--- src/rtl/mac_dot_feeder_if.sv ---
// Operand-buffer read port, MAC drive/observe port and result handshake
// shared by one feeder and its surroundings.
interface mac_dot_feeder_if #(
  parameter int DATA_WIDTH  = 8,
  parameter int ACCUM_WIDTH = 2 * DATA_WIDTH,
  parameter int ADDR_WIDTH  = 2
);
  logic                          rd_en;
  logic [ADDR_WIDTH-1:0]         rd_addr;
  logic signed [DATA_WIDTH-1:0]  rd_a;
  logic signed [DATA_WIDTH-1:0]  rd_b;

  logic                          mac_clr;
  logic                          mac_running;
  logic signed [DATA_WIDTH-1:0]  mac_in1;
  logic signed [DATA_WIDTH-1:0]  mac_in2;
  logic signed [ACCUM_WIDTH-1:0] mac_total;
  logic                          mac_err;

  logic                          res_valid;
  logic                          res_ready;
  logic signed [ACCUM_WIDTH-1:0] res_data;
  logic                          res_err;

  modport master (
    output rd_en, rd_addr,
    input  rd_a, rd_b,
    output mac_clr, mac_running,
    output mac_in1, mac_in2,
    input  mac_total, mac_err,
    output res_valid, res_data, res_err,
    input  res_ready
  );

  modport slave (
    input  rd_en, rd_addr,
    output rd_a, rd_b,
    input  mac_clr, mac_running,
    input  mac_in1, mac_in2,
    output mac_total, mac_err,
    input  res_valid, res_data, res_err,
    output res_ready
  );
endinterface

--- src/rtl/mac_dot_feeder.sv ---
// Per-MAC sequencer: clears the MAC, streams L operand pairs from the
// buffer, waits out the MAC latency and hands back total/err.
module mac_dot_feeder #(
  parameter int DATA_WIDTH  = 8,
  parameter int ACCUM_WIDTH = 2 * DATA_WIDTH,
  parameter int DIM         = 4,
  parameter int ADDR_WIDTH  = (DIM > 1) ? $clog2(DIM) : 1
) (
  input  logic                     clk,
  input  logic                     rst_n,
  input  logic                     start,
  input  logic [$clog2(DIM+1)-1:0] len,
  output logic                     busy,
  mac_dot_feeder_if.master         bus
);
  localparam int LW = $clog2(DIM + 1);

  typedef enum logic [2:0] {
    IDLE, CLR, FEED, DRAIN, HOLD
  } state_t;

  state_t state, nxt;

  logic [LW-1:0]                 len_q;
  logic [ADDR_WIDTH-1:0]         idx;
  logic [1:0]                    dcnt;
  logic                          rd_v;
  logic                          run_q;
  logic signed [DATA_WIDTH-1:0]  in1_q;
  logic signed [DATA_WIDTH-1:0]  in2_q;
  logic signed [ACCUM_WIDTH-1:0] res_q;
  logic                          err_q;
  logic                          vld_q;
  logic                          last_rd;
  logic                          last_dr;
  logic                          xfer;

  assign last_rd = (LW'(idx) + LW'(1)) == len_q;
  assign last_dr = dcnt == 2'd2;
  assign xfer    = vld_q && bus.res_ready;

  always_ff @(posedge clk or negedge rst_n) begin
    if (!rst_n) state <= IDLE;
    else        state <= nxt;
  end

  always_comb begin
    nxt = state;
    unique case (state)
      IDLE:    if (start) nxt = CLR;
      CLR:     nxt = (len_q == '0) ? DRAIN : FEED;
      FEED:    if (last_rd) nxt = DRAIN;
      DRAIN:   if (last_dr) nxt = HOLD;
      HOLD:    if (xfer) nxt = IDLE;
      default: nxt = IDLE;
    endcase
  end

  always_ff @(posedge clk or negedge rst_n) begin
    if (!rst_n) begin
      len_q <= '0;
      idx   <= '0;
      dcnt  <= '0;
      rd_v  <= 1'b0;
      run_q <= 1'b0;
      in1_q <= '0;
      in2_q <= '0;
      res_q <= '0;
      err_q <= 1'b0;
      vld_q <= 1'b0;
    end else begin
      // rd_v marks read data on rd_a/rd_b; run_q is the operand stage valid
      rd_v  <= state == FEED;
      run_q <= rd_v;
      if (rd_v) begin
        in1_q <= bus.rd_a;
        in2_q <= bus.rd_b;
      end
      if (state == IDLE && start)
        len_q <= (len > LW'(DIM)) ? LW'(DIM) : len;
      if (state == CLR)
        idx <= '0;
      else if (state == FEED && !last_rd)
        idx <= idx + ADDR_WIDTH'(1);
      if (state == DRAIN) dcnt <= dcnt + 2'd1;
      else                dcnt <= '0;
      if (state == DRAIN && last_dr) begin
        res_q <= bus.mac_total;
        err_q <= bus.mac_err;
        vld_q <= 1'b1;
      end else if (xfer) begin
        vld_q <= 1'b0;
      end
    end
  end

  assign busy            = state != IDLE;
  assign bus.rd_en       = state == FEED;
  assign bus.rd_addr     = idx;
  assign bus.mac_clr     = state == CLR;
  assign bus.mac_running = run_q;
  assign bus.mac_in1     = in1_q;
  assign bus.mac_in2     = in2_q;
  assign bus.res_valid   = vld_q;
  assign bus.res_data    = res_q;
  assign bus.res_err     = err_q;
endmodule

--- src/flat_wrapper.sv ---
// flat-port wrapper written by rule: the top's interface ports become plain ports
module mac_dot_feeder_flat 
#(
  parameter int DATA_WIDTH  = 8,
  parameter int ACCUM_WIDTH = 2 * DATA_WIDTH,
  parameter int DIM         = 4,
  parameter int ADDR_WIDTH  = (DIM > 1) ? $clog2(DIM) : 1
)
  (clk, rst_n, start, len, busy, bus_rd_en, bus_rd_addr, bus_rd_a, bus_rd_b, bus_mac_clr, bus_mac_running, bus_mac_in1, bus_mac_in2, bus_mac_total, bus_mac_err, bus_res_valid, bus_res_data, bus_res_err, bus_res_ready);
  mac_dot_feeder_if #(.DATA_WIDTH(DATA_WIDTH), .ACCUM_WIDTH(ACCUM_WIDTH), .ADDR_WIDTH(ADDR_WIDTH)) bus_i ();
  input  logic clk;
  input  logic rst_n;
  input  logic start;
  input  logic [$clog2(DIM+1)-1:0] len;
  output logic busy;
  output wire logic [$bits(bus_i.rd_en)-1:0] bus_rd_en;
  output wire logic [$bits(bus_i.rd_addr)-1:0] bus_rd_addr;
  input wire logic [$bits(bus_i.rd_a)-1:0] bus_rd_a;
  input wire logic [$bits(bus_i.rd_b)-1:0] bus_rd_b;
  output wire logic [$bits(bus_i.mac_clr)-1:0] bus_mac_clr;
  output wire logic [$bits(bus_i.mac_running)-1:0] bus_mac_running;
  output wire logic [$bits(bus_i.mac_in1)-1:0] bus_mac_in1;
  output wire logic [$bits(bus_i.mac_in2)-1:0] bus_mac_in2;
  input wire logic [$bits(bus_i.mac_total)-1:0] bus_mac_total;
  input wire logic [$bits(bus_i.mac_err)-1:0] bus_mac_err;
  output wire logic [$bits(bus_i.res_valid)-1:0] bus_res_valid;
  output wire logic [$bits(bus_i.res_data)-1:0] bus_res_data;
  output wire logic [$bits(bus_i.res_err)-1:0] bus_res_err;
  input wire logic [$bits(bus_i.res_ready)-1:0] bus_res_ready;
  assign bus_rd_en = bus_i.rd_en;
  assign bus_rd_addr = bus_i.rd_addr;
  assign bus_i.rd_a = bus_rd_a;
  assign bus_i.rd_b = bus_rd_b;
  assign bus_mac_clr = bus_i.mac_clr;
  assign bus_mac_running = bus_i.mac_running;
  assign bus_mac_in1 = bus_i.mac_in1;
  assign bus_mac_in2 = bus_i.mac_in2;
  assign bus_i.mac_total = bus_mac_total;
  assign bus_i.mac_err = bus_mac_err;
  assign bus_res_valid = bus_i.res_valid;
  assign bus_res_data = bus_i.res_data;
  assign bus_res_err = bus_i.res_err;
  assign bus_i.res_ready = bus_res_ready;
  mac_dot_feeder #(.DATA_WIDTH(DATA_WIDTH), .ACCUM_WIDTH(ACCUM_WIDTH), .DIM(DIM), .ADDR_WIDTH(ADDR_WIDTH)) u_core (.clk(clk), .rst_n(rst_n), .start(start), .len(len), .busy(busy), .bus(bus_i));
endmodule
--- config.mk ---
export PLATFORM = sky130hd
export DESIGN_NAME = mac_dot_feeder_flat
export DESIGN_NICKNAME = d
export VERILOG_FILES = /design/src/rtl/mac_dot_feeder_if.sv /design/src/rtl/mac_dot_feeder.sv /design/src/flat_wrapper.sv
export SDC_FILE = /design/constraint.sdc
export NUM_CORES = 1
export LEC_CHECK = 0
export BUFFER_PORTS_ARGS = -buffer_cell sky130_fd_sc_hd__buf_4
export CORE_AREA = 10 10 79 81
export CTS_CLUSTER_SIZE = 14
export DETAILED_ROUTE_END_ITERATION = 8
export DIE_AREA = 0 0 89 91
export GPL_ROUTABILITY_DRIVEN = 1
export PLACE_DENSITY = 0.73
export SLEW_MARGIN = 15
export SYNTH_ARGS = -nofsm -noshare
export SYNTH_HDL_FRONTEND = slang
export SYNTH_SLANG_ARGS = --single-unit
--- constraint.sdc ---
create_clock -name clk -period 1.4 [get_ports clk]
set_input_delay 0.14 -clock clk [delete_from_list [all_inputs] [get_ports clk]]
set_output_delay 0.14 -clock clk [all_outputs]
set_load 0.02 [all_outputs]
# Yosys cells after proc, flatten, opt, wreduce, memory -nomap -nowiden
# Index checks and enable logic that the tools add are counted.
# word_totals
in_bits,40
register_bits,46
out_inout_bits,40
elab_cells,48
# op_classes
n_addsub,3
n_reduce_logical,11
n_lt_le_gt_ge,1
eq_ne,10
mux,12
# ops
cell,count
2-to-1 mux 3 bit,5
case mux 3 bit (5 select lines),1
equality test 3 x 2 -> 1 bit (second input constant),2
logical NOT 3 bit,2
2-to-1 mux 2 bit,3
!= test 2 x 1 -> 1 bit (second input constant),3
adder 2 x 1 -> 2 bit (second input constant),2
logical AND 1 bit,4
AND reduction 4 bit,1
nonzero test 2 bit,2
adder 2 x 1 -> 3 bit (second input constant),1
equality test 3 x 1 -> 1 bit (second input constant),1
equality test 3 bit,1
equality test 3 bit (second input constant),1
> comparator 3 bit (second input constant),1
2-to-1 mux 1 bit,3
nonzero test 3 bit,1
equality test 2 bit (second input constant),1
!= test 2 bit (second input constant),1
logical NOT 1 bit,1

# Longest topological paths before layout
# Gate-level depths: netlist of the first run.
# depth
word_depth,6
ltp_mapped,6
depth_no_buf,4

# Worst setup path after synthesis of the first run
# Ideal clock, no wire load.
# synth_path
kind,reg-to-reg
from,"register u_core.idx[0], in the netlist u_core.bus.rd_addr[0]"
to,"register u_core.idx[0], in the netlist u_core.bus.rd_addr[0]"
stages_incl_launch_ff,5
t_arrival_ns,1.608
required_time_ns,1.331
period_less_slack_ns,1.677
path_buffers,0
setup_slack_ns,-0.277
cell_sequence,dfrtp_1 -> ha_1 -> xor2_1 -> or4_1 -> nand3_1
# synth_between
elab_chain_len,5
word_cells_on_any_way,8
cone_classes,add/sub: 2; eq/ne: 1; mux: 2; reduce/logical: 3
# synth_rtl
item,line_no,text
from (decl),mac_dot_feeder.sv:25,logic [ADDR_WIDTH-1:0] idx;
from (signal assigned),mac_dot_feeder.sv:84,idx <= idx + ADDR_WIDTH'(1);
adder 2 x 1 -> 3 bit,mac_dot_feeder.sv:38,assign last_rd = (LW'(idx) + LW'(1)) == len_q;
equality test 3 bit,mac_dot_feeder.sv:38,
logical NOT 1 bit,mac_dot_feeder.sv:83,else if (state == FEED && !last_rd)
logical AND 1 bit,mac_dot_feeder.sv:83,
nonzero test 2 bit (no source line),n/a,
# Several ways; a longest one is shown, not always the timed one. The select of a mux whose other input is x is not followed.
# A chain may end at the register's enable or synchronous reset.

# Worst setup path after layout of the first run
# layout_path
from,register u_core.state[2]
to,output port bus_rd_en
# layout_between
elab_chain_len,1
# layout_rtl
item,line_no,text
from (decl),mac_dot_feeder.sv:22,"state_t state, nxt;"
from (signal assigned),mac_dot_feeder.sv:44,else state <= nxt;
equality test 3 x 2 -> 1 bit,mac_dot_feeder.sv:98,assign bus.rd_en = state == FEED;
to (decl),flat_wrapper.sv:16,output wire logic [$bits(bus_i.rd_en)-1:0] bus_rd_en;
# Every way passes these cells.

==> qor.yml, run 1 <==
global_route:
  grt_overflow: 0
  grt_pass1_wl_um: 7320
  grt_pass1_vias: 1439
  grt_max_degree: 47
  antenna_found_initial: 0
  grt_usage: 0.114
floorplanning:
  io_pins: 80
  die_h_um: 91
  die-area_um2: 8100
  coreArea_um2: 4660
  die_x_um: 89
  start_util: 0.419
  row_count: 25
timing:
  setup_tns_ns: -0.0510
  min_period_ns: 1.44
  maxSlewHeadroom: 0.615
  fin_ws_ns: -0.0404
  hold_violations: 0
  finClkSkew_ns: 0.00367
  period_share: 1.03
  rsz0062_at_grt: "true"
  max_freq_mhz: 694
  setup_viol: 3
  maxSlewViolCount: 0
  worst_pin_slew_ns: 0.578
power:
  pwr_density_cell_nw_per_um2: 2590
  p_int_uw: 4770
  pwr-share-comb: 0.565
  seqPwrFrac: 0.317
  p_leak_uw: 0.00143
  switching_share: 0.375
  peakVddDrop_v: 0.00123
  switching_power_uw: 2870
  p_clk_frac: 0.117
finish:
  design_area_um2: 2950
  area_growth_pct: 51.1
  antenna_cells: 0
  post-route-util: 0.634
  num-nets-final: 275
  final_layout_size_suffix_gt1_frac: 0.667
clock_network:
  numCtsBuffers: 5
  cts_max_level: 2
  cts_tree: "yes"
  clock_latency_ns: 0.29
  clockBufferDepth: 2
  clk_transition_reported_paths_ns: 0.09
  cts_num_sinks: 46
  cts-root-buf: "clkbuf_8"
worst_setup_path:
  start_kind: "flip-flop"
  crit_type: "flip-flop to primary output"
  critPathCaptureType: "primary output"
  path_delay_family: "flip-flops"
  crit_chain: "buf_6 -> buf_6 -> nor3b_4 -> buf_6"
  required_ns: 1.26
  path_buf_inv: 3
  slowest_delay_ns: 0.40
  crit_top_cell: "buf_6"
  critPathSlowestCell: "dfrtp_1"
  critPathArrivalTime_ns: 1.30
  cp_max_fo: 5
place:
  gp_congestion: 0.800
  dp_hpwl_um: 3570
  placed_area_um2: 2700
  port_buffers: 79
flow_run:
  cap_violations: 0
detailed_routing:
  vias: 1409
  routed_wl_um: 4830
  wire_per_inst_um: 16.8
  drtIter0Drc: 48
  ant_nets: 0
  drc_errors: 0
  first_pass_iters: 4
  viasPerCell: 4.89
synth:
  syn_nets: 178
  synth_warnings: 0
  avgSynthCellArea_um2: 14.4
  synth_cell_type_count: 32
  syn_inst: 136
  ys_seq_elements: 46
  syn-cell-area_um2: 1950
  synth_seq_area_share: 0.589
hold_path:
  min_path_type: "input port to flip-flop"
status:
  failed_checks: "setup timing"
  outcome: "finished, violations left"
-- what timing repair did --
item,4_1_cts,5_1_grt
setup buffers,5,1
hold buffers,1,0
resized for setup,12,7
pin swaps,7,7
setup endpoints to repair,5,23
endpoints found under the hold margin,46,0
-- power groups by stage --
stage / logic (uW) / clock network (uW) / registers (uW)
finish: 4320 / 895 / 2420
global route: 4630 / 975 / 2520
CTS: 4210 / 931 / 2410
detailed placement: 3910 / 0 / 2410
global placement: 3880 / 0 / 2380
floorplan: 1680 / 0 / 3060
-- Yosys cell counts --
cell type   n  share of area
buf_4       2         0.0077
dfrtp_1    46           0.59
buf_2       1         0.0026
and2b_1     1         0.0038
nand3b_2    1         0.0058
clkbuf_1    2         0.0038
o211ai_1    1         0.0038
and2_4      1         0.0045
a31oi_1     1         0.0032
xor2_1      3          0.013
o31ai_1     2         0.0077
nor3_1      3         0.0077
nor2_2      1         0.0032
ha_1        2          0.013
mux2_4      8          0.061
o21ai_0     2         0.0051
mux2_2     28           0.16
a2bb2oi_1   1         0.0045
or4_1       2         0.0077
nor2b_1     3         0.0096
nand2b_1    1         0.0032
nor2_1      2         0.0038
xnor2_1     4          0.018
buf_6       2          0.012
nand2_1     5         0.0096
inv_1       3         0.0058
nor4b_1     1         0.0045
nand3_1     2         0.0051
a211oi_1    1         0.0038
nand4_1     2         0.0064
or3_4       1         0.0058
nor3b_1     1         0.0038
-- cell families (layout without fill, tap and decap cells) --
logic type / Yosys count / in the layout / synth area share
flip-flops: 46 / 46 / 0.589
buffers and inverters: 10 / 108 / 0.0314
adder cells (fa/ha/maj): 2 / 2 / 0.0128
AO/OA/AOI/OAI: 8 / 8 / 0.0282
multiplexers: 36 / 36 / 0.223
AND/OR/NAND/NOR: 27 / 27 / 0.0845
XOR/XNOR: 7 / 7 / 0.0314
-- flip-flops by register name, summed over array words and instances (netlist names) --
name	cells
u_core.dcnt	2
u_core.bus.res_data	16
u_core.state	3
u_core.bus.rd_addr	2
u_core.len_q	3
u_core.bus.res_valid	1
u_core.bus.mac_in1	8
u_core.bus.res_err	1
u_core.bus.mac_in2	8
u_core.bus.mac_running	1
u_core.rd_v	1
-- stage by stage --
stage	instances	hold WS [ns]	total power, uW	worst slack, ns
global route	288	0.0163	8130	-0.0859
floorplan	136	-0.156	4740	-0.114
global placement	274	0.181	6250	-0.0298
finish	288	0.0292	7630	-0.0404
detailed placement	274	0.180	6330	-0.0576
CTS	288	0.0201	7550	-0.0632
-- final cells by class --
| type | count | area (um2) |
|---|---|---|
| Clock buffer | 7 | 96.3 |
| Timing Repair Buffer | 97 | 773 |
| Clock inverter | 1 | 8.76 |
| Tap cell | 54 | 67.6 |
| Inverter | 3 | 11.3 |
| Fill cell | 348 | 1710 |
| Sequential cell | 46 | 1150 |
| Multi-Input combinational cell | 80 | 842 |
-- worst paths after layout --
| check | from | to | slack [ns] | cells past startpoint |
|---|---|---|---|---|
| worst max-delay path | u_core.state[2]$_DFFE_PN0P_ | bus_rd_en | -0.04 | 4 |
| worst min-delay path | bus_res_ready | u_core.bus.res_valid$_DFFE_PN0P_ | 0.03 | 2 |
| worst max register to register | u_core.bus.rd_addr[0]$_DFFE_PN0P_ | u_core.bus.rd_addr[0]$_DFFE_PN0P_ | 0 | 4 |
| worst min register to register | u_core.dcnt[0]$_DFF_PN0_ | u_core.dcnt[0]$_DFF_PN0_ | 0.44 | 1 |
| max in group asynchronous | rst_n | u_core.bus.rd_addr[0]$_DFFE_PN0P_ | 0.59 | 2 |
| min in group asynchronous | rst_n | u_core.bus.res_data[8]$_DFFE_PN0P_ | 0.39 | 2 |
-- placed cells by master (no fill, tap or decap), types with 3 or more instances in the layout --
| master | count |
|---|---|
| buf_4 | 87 |
| dfrtp_1 | 44 |
| mux2_2 | 25 |
| mux2_4 | 11 |
| buf_6 | 8 |
| clkbuf_8 | 7 |
| nand2_1 | 5 |
| inv_1 | 3 |
| nor2b_1 | 3 |
-- per-layer routing --
metal | up-vias | track usage | routed length (um) | part of all wire
met5 | - | 0 | 0 | 0
li1 | 669 | - | - | -
met3 | 5 | 0.0447 | 473 | 0.098
met1 | 682 | 0.133 | 1940 | 0.40
met2 | 53 | 0.188 | 2360 | 0.49
met4 | 0 | 0.0358 | 54 | 0.011
(Power assumes the default switching activity.)
==> run 2: changes to the inputs <==
- BUFFER_PORTS_ARGS: -buffer_cell sky130_fd_sc_hd__buf_4 -> -buffer_cell sky130_fd_sc_hd__buf_2
==> qor.yml, run 2 (same netlist as run 1, synthesis figures left out) <==
floorplanning:
  coreArea_um2: 4660
  start_util: 0.419
  io_pins: 80
  die_x_um: 89
  die-area_um2: 8100
  row_count: 25
  die_h_um: 91
clock_network:
  cts_max_level: 2
  cts-root-buf: "clkbuf_8"
  numCtsBuffers: 5
  clk_transition_reported_paths_ns: 0.09
  clockBufferDepth: 2
  cts_tree: "yes"
  cts_num_sinks: 46
  clock_latency_ns: 0.29
worst_setup_path:
  path_buf_inv: 1
  path_delay_family: "simple AND/OR/NAND/NOR gates"
  crit-reg2reg-launch: "u_core.state[0]$_DFFE_PN0P_"
  worstSetupStartpoint: "u_core.state[0]$_DFFE_PN0P_"
  crit_type: "flip-flop to flip-flop"
  rr_worst_depth: 4
  crit_chain: "buf_6 -> nor4b_1 -> o31ai_4 -> nand3_1"
  critPathSlowestCell: "nor4b_1"
  critPathArrivalTime_ns: 1.69
  cp_num_cells: 4
  required_ns: 1.63
  cp_max_fo: 7
  slowest_delay_ns: 0.59
  start_kind: "flip-flop"
  critPathCaptureType: "flip-flop"
timing:
  max_freq_mhz: 684
  period_share: 1.04
  maxSlewViolCount: 0
  maxSlewHeadroom: 0.571
  rsz0062_at_grt: "true"
  setup_viol: 1
  hold_violations: 0
  min_period_ns: 1.46
  finClkSkew_ns: 0.00580
  hold_ws_ns: 0.0414
  worst_pin_slew_ns: 0.634
  setup_tns_ns: -0.0626
  fin_ws_ns: -0.0626
detailed_routing:
  first_pass_iters: 4
  ant_nets: 0
  viasPerCell: 4.81
  routed_wl_um: 4680
  vias: 1386
  wire_per_inst_um: 16.2
  drc_errors: 0
  drtIter0Drc: 50
status:
  failed_checks: "setup timing"
  outcome: "finished, violations left"
hold_path:
  hold_depth: 2
  min_path_type: "input port to flip-flop"
  hp-start: "bus_res_ready"
finish:
  layout_commonest_cell: "buf_2"
  mostFrequentLayoutCells: "buf_2, dfrtp_1, mux2_2"
  num-nets-final: 275
  largest_register_ffs: 16
  antenna_cells: 0
  final_layout_size_suffix_gt1_frac: 0.662
  design_area_um2: 2770
  post-route-util: 0.595
  area_growth_pct: 41.9
global_route:
  grt_overflow: 0
  grt_max_degree: 47
  grt_pass1_vias: 1466
  grt_usage: 0.113
  antenna_found_initial: 0
  grt_pass1_wl_um: 7250
place:
  dp_hpwl_um: 3520
  placed_area_um2: 2530
  place_ws_ns: -0.0599
  port_buffers: 79
  gp_congestion: 0.823
power:
  peakVddDrop_v: 0.00116
  p_leak_uw: 0.00138
  pwr_density_cell_nw_per_um2: 2630
flow_run:
  cap_violations: 0
-- run 2: power breakdown --
group	total (uW)	switching (uW)	leakage (uW)	internal [uW]
Sequential	2380	388	0.000544	1990
Combinational	4120	2090	0.000794	2030
Clock	792	441	0.0000441	351
Total	7290	2920	0.00138	4370
-- run 2: final cells by class --
class	count	area, um2
clock buffer	5	68.8
sequential	46	1150
tap	54	67.6
fill	384	1890
clock inverter	3	21.3
timing repair buffer	97	591
multi-input combinational	80	860
inverter	3	11.3
-- run 2: stage by stage --
stage	instances	total power [uW]
2_1_floorplan	136	4740
3_3_place_gp	275	5870
3_5_place_dp	275	5960
4_1_cts	287	7070
5_1_grt	288	7790
6_report	288	7290
-- run 2: path summary, 6_finish.rpt --
path / endpoint / slack, ns
worst min-delay path: u_core.bus.res_valid$_DFFE_PN0P_ / 0.04
worst max register to register: u_core.bus.rd_addr[0]$_DFFE_PN0P_ / -0.06
worst min register to register: u_core.dcnt[0]$_DFF_PN0_ / 0.44
max in group asynchronous: u_core.bus.rd_addr[1]$_DFFE_PN0P_ / 0.82
worst max-delay path: u_core.bus.rd_addr[0]$_DFFE_PN0P_ / -0.06
min in group asynchronous: u_core.bus.res_data[8]$_DFFE_PN0P_ / 0.35
-- run 2: what timing repair did --
action                                  4_1_cts  5_1_grt
endpoints found under the setup margin        6       25
hold buffers                                  1        0
pin swaps                                     5        9
resized for setup                            11        8
setup buffers                                 3        1
endpoints found under the hold margin        46        0
gates cloned                                  0        0
-- run 2: layer usage --
layer / vias up / routed length, um / GRT usage / share of wire
li1: 665 / - / - / -
met1: 665 / 1910 / 0.133 / 0.41
met2: 54 / 2320 / 0.188 / 0.50
met3: 2 / 422 / 0.0375 / 0.090
met4: 0 / 23 / 0.0358 / 0.0049
met5: - / 0 / 0 / 0
==> run 3: changes to the inputs <==
- ABC_AREA: default -> 1
- PLACE_DENSITY: 0.73 -> 0.72
==> qor.yml, run 3 <==
flow_run:
  cap_violations: 0
power:
  p_leak_uw: 0.00135
  peakVddDrop_v: 0.000918
  total_power_uw: 6130
  pwr_density_cell_nw_per_um2: 2380
timing:
  maxSlewHeadroom: 0.666
  min_period_ns: 1.38
  worst_pin_slew_ns: 0.501
  maxSlewViolCount: 0
  period_share: 0.985
  setup_viol: 0
  max_freq_mhz: 725
  hold_violations: 0
  fin_ws_ns: 0.0204
  rsz0062_at_grt: "true"
  finClkSkew_ns: 0.00546
global_route:
  grt_max_degree: 27
  antenna_found_initial: 0
  grt_pass1_vias: 1432
  grt_pass1_wl_um: 6640
  grt_overflow: 0
  grt_usage: 0.102
floorplanning:
  io_pins: 80
  die_x_um: 89
  die_h_um: 91
  die-area_um2: 8100
  row_count: 25
  start_util: 0.408
  coreArea_um2: 4660
clock_network:
  clockBufferDepth: 2
  cts_num_sinks: 46
  cts_tree: "yes"
  clock_latency_ns: 0.29
  numCtsBuffers: 5
  cts-root-buf: "clkbuf_8"
  clk_transition_reported_paths_ns: 0.08
  cts_max_level: 2
detailed_routing:
  wire_per_inst_um: 14.3
  drtIter0Drc: 46
  routed_wl_um: 4250
  ant_nets: 0
  drc_errors: 0
  vias: 1372
  first_pass_iters: 4
  viasPerCell: 4.64
finish:
  mostFrequentLayoutCells: "buf_2, dfrtp_1, mux2_2"
  layout_commonest_cell: "buf_2"
  antenna_cells: 0
  area_growth_pct: 35.6
  design_area_um2: 2580
  num-nets-final: 284
  final_layout_size_suffix_gt1_frac: 0.591
  largest_register_ffs: 16
synth:
  ys_top_cells_by_count: "dfrtp_1, mux2_2, nand2_1"
  synth_edf_count: 0
  yosysTopAreaCell: "dfrtp_1"
  synth_ff_type: "dfrtp_1"
  syn-cell-area_um2: 1900
  synth_warnings: 0
  syn_nets: 193
  ys_seq_elements: 46
  avgSynthCellArea_um2: 12.6
  synth_seq_area_share: 0.605
  syn_inst: 151
  synth_area_leaders: "dfrtp_1, mux2_2, mux2_4"
  synth-async-reset-ratio: 1.00
  synth.most_common_cell: "dfrtp_1"
  synth_cell_type_count: 18
  synth_top_area_frac: 0.605
place:
  dp_hpwl_um: 3320
  place_ws_ns: -0.00886
  gp_congestion: 0.703
  placed_area_um2: 2380
  port_buffers: 79
worst_setup_path:
  crit-reg2reg-launch: "u_core.bus.rd_addr[1]$_DFFE_PN0P_"
  r2r_slack_ns: 0.02
  crit_type: "flip-flop to flip-flop"
  required_ns: 1.58
  r2r_end: "u_core.bus.rd_addr[0]$_DFFE_PN0P_"
  cp_max_fo: 3
  critPathSlowestCell: "dfrtp_1"
  crit_chain: "ha_4 -> xnor2_2 -> nand3_2 -> buf_4 -> nand3_1 -> nand2_1"
  slowest_delay_ns: 0.44
  critPathCaptureType: "flip-flop"
  critPathArrivalTime_ns: 1.56
  start_kind: "flip-flop"
  rr_worst_depth: 6
hold_path:
  min_path_type: "input port to flip-flop"
  hold_depth: 2
  hold_end: "u_core.bus.res_valid$_DFFE_PN0P_"
  hp-start: "bus_res_ready"
status:
  outcome: "completed"
-- run 3: critical path: cells and delay by family (launching register included) --
kind                     cells  cell delay, ns
AND/OR/NAND/NOR              3            0.25
buffers and inverters        1            0.17
flip-flops                   1            0.44
XOR/XNOR                     1            0.14
adder cells (fa/ha/maj)      1            0.27
-- run 3: cell families (layout without fill, tap and decap cells) --
family                   after synthesis  after routing  synth area share
XOR/XNOR                               1              1           0.00460
AND/OR/NAND/NOR                       41             41            0.0986
adder cells (fa/ha/maj)                2              2            0.0131
buffers and inverters                 21            112            0.0467
AO/OA/AOI/OAI                          7              7            0.0210
flip-flops                            46             46             0.605
multiplexers                          33             33             0.211
-- run 3: power breakdown --
group / switching (uW) / internal, uW
Sequential: 330 / 1960
Combinational: 1730 / 1370
Clock: 406 / 335
-- run 3: layer usage --
layer	track usage	part of all wire	vias up
met4	0.0292	0.012	0
met3	0.0509	0.13	7
met1	0.110	0.38	631
met5	0	0	-
met2	0.171	0.48	57
li1	-	-	677
-- run 3: worst max-delay path by stage --
| stage | from | depth (start not counted) | slack (ns) | to |
|---|---|---|---|---|
| after floorplan | u_core.bus.rd_addr[0]$_DFFE_PN0P_ | 7 | 0.01 | u_core.state[1]$_DFFE_PN0P_ |
| after global placement | u_core.dcnt[0]$_DFF_PN0_ | 4 | 0.06 | u_core.bus.res_data[0]$_DFFE_PN0P_ |
| after detailed placement | u_core.bus.rd_addr[0]$_DFFE_PN0P_ | 7 | -0.009 | u_core.state[1]$_DFFE_PN0P_ |
| after CTS | u_core.state[0]$_DFFE_PN0P_ | 4 | -0.03 | bus_rd_en |
| after global routing | u_core.bus.rd_addr[1]$_DFFE_PN0P_ | 6 | -0.06 | u_core.bus.rd_addr[1]$_DFFE_PN0P_ |
| final | u_core.bus.rd_addr[1]$_DFFE_PN0P_ | 6 | 0.02 | u_core.bus.rd_addr[0]$_DFFE_PN0P_ |
-- run 3: per-stage QoR --
stage / cells / hold WS [ns] / utilization / setup TNS (ns)
final: 296 / 0.0556 / 0.554 / 0
after global routing: 296 / 0.0423 / 0.554 / -0.142
after CTS: 293 / 0.0486 / 0.538 / -0.0262
after detailed placement: 284 / 0.135 / 0.511 / -0.00886
after global placement: 284 / 0.130 / 0.511 / 0
after floorplan: 151 / -0.156 / - / 0
-- run 3: layout make-up --
cell class / count / area (um2)
clock buffers: 5 / 68.8
well taps: 54 / 67.6
clock inverters: 2 / 10.0
flip-flops and latches: 46 / 1150
inverters: 18 / 67.6
multi-input cells: 84 / 734
fillers: 420 / 2080
repair buffers: 87 / 477
-- run 3: repair_timing --
item	4_1_cts	5_1_grt
pin swaps	3	5
resized for setup	7	11
hold buffers	1	0
setup buffers	1	3
hold endpoints to repair	20	0
endpoints found under the setup margin	3	23
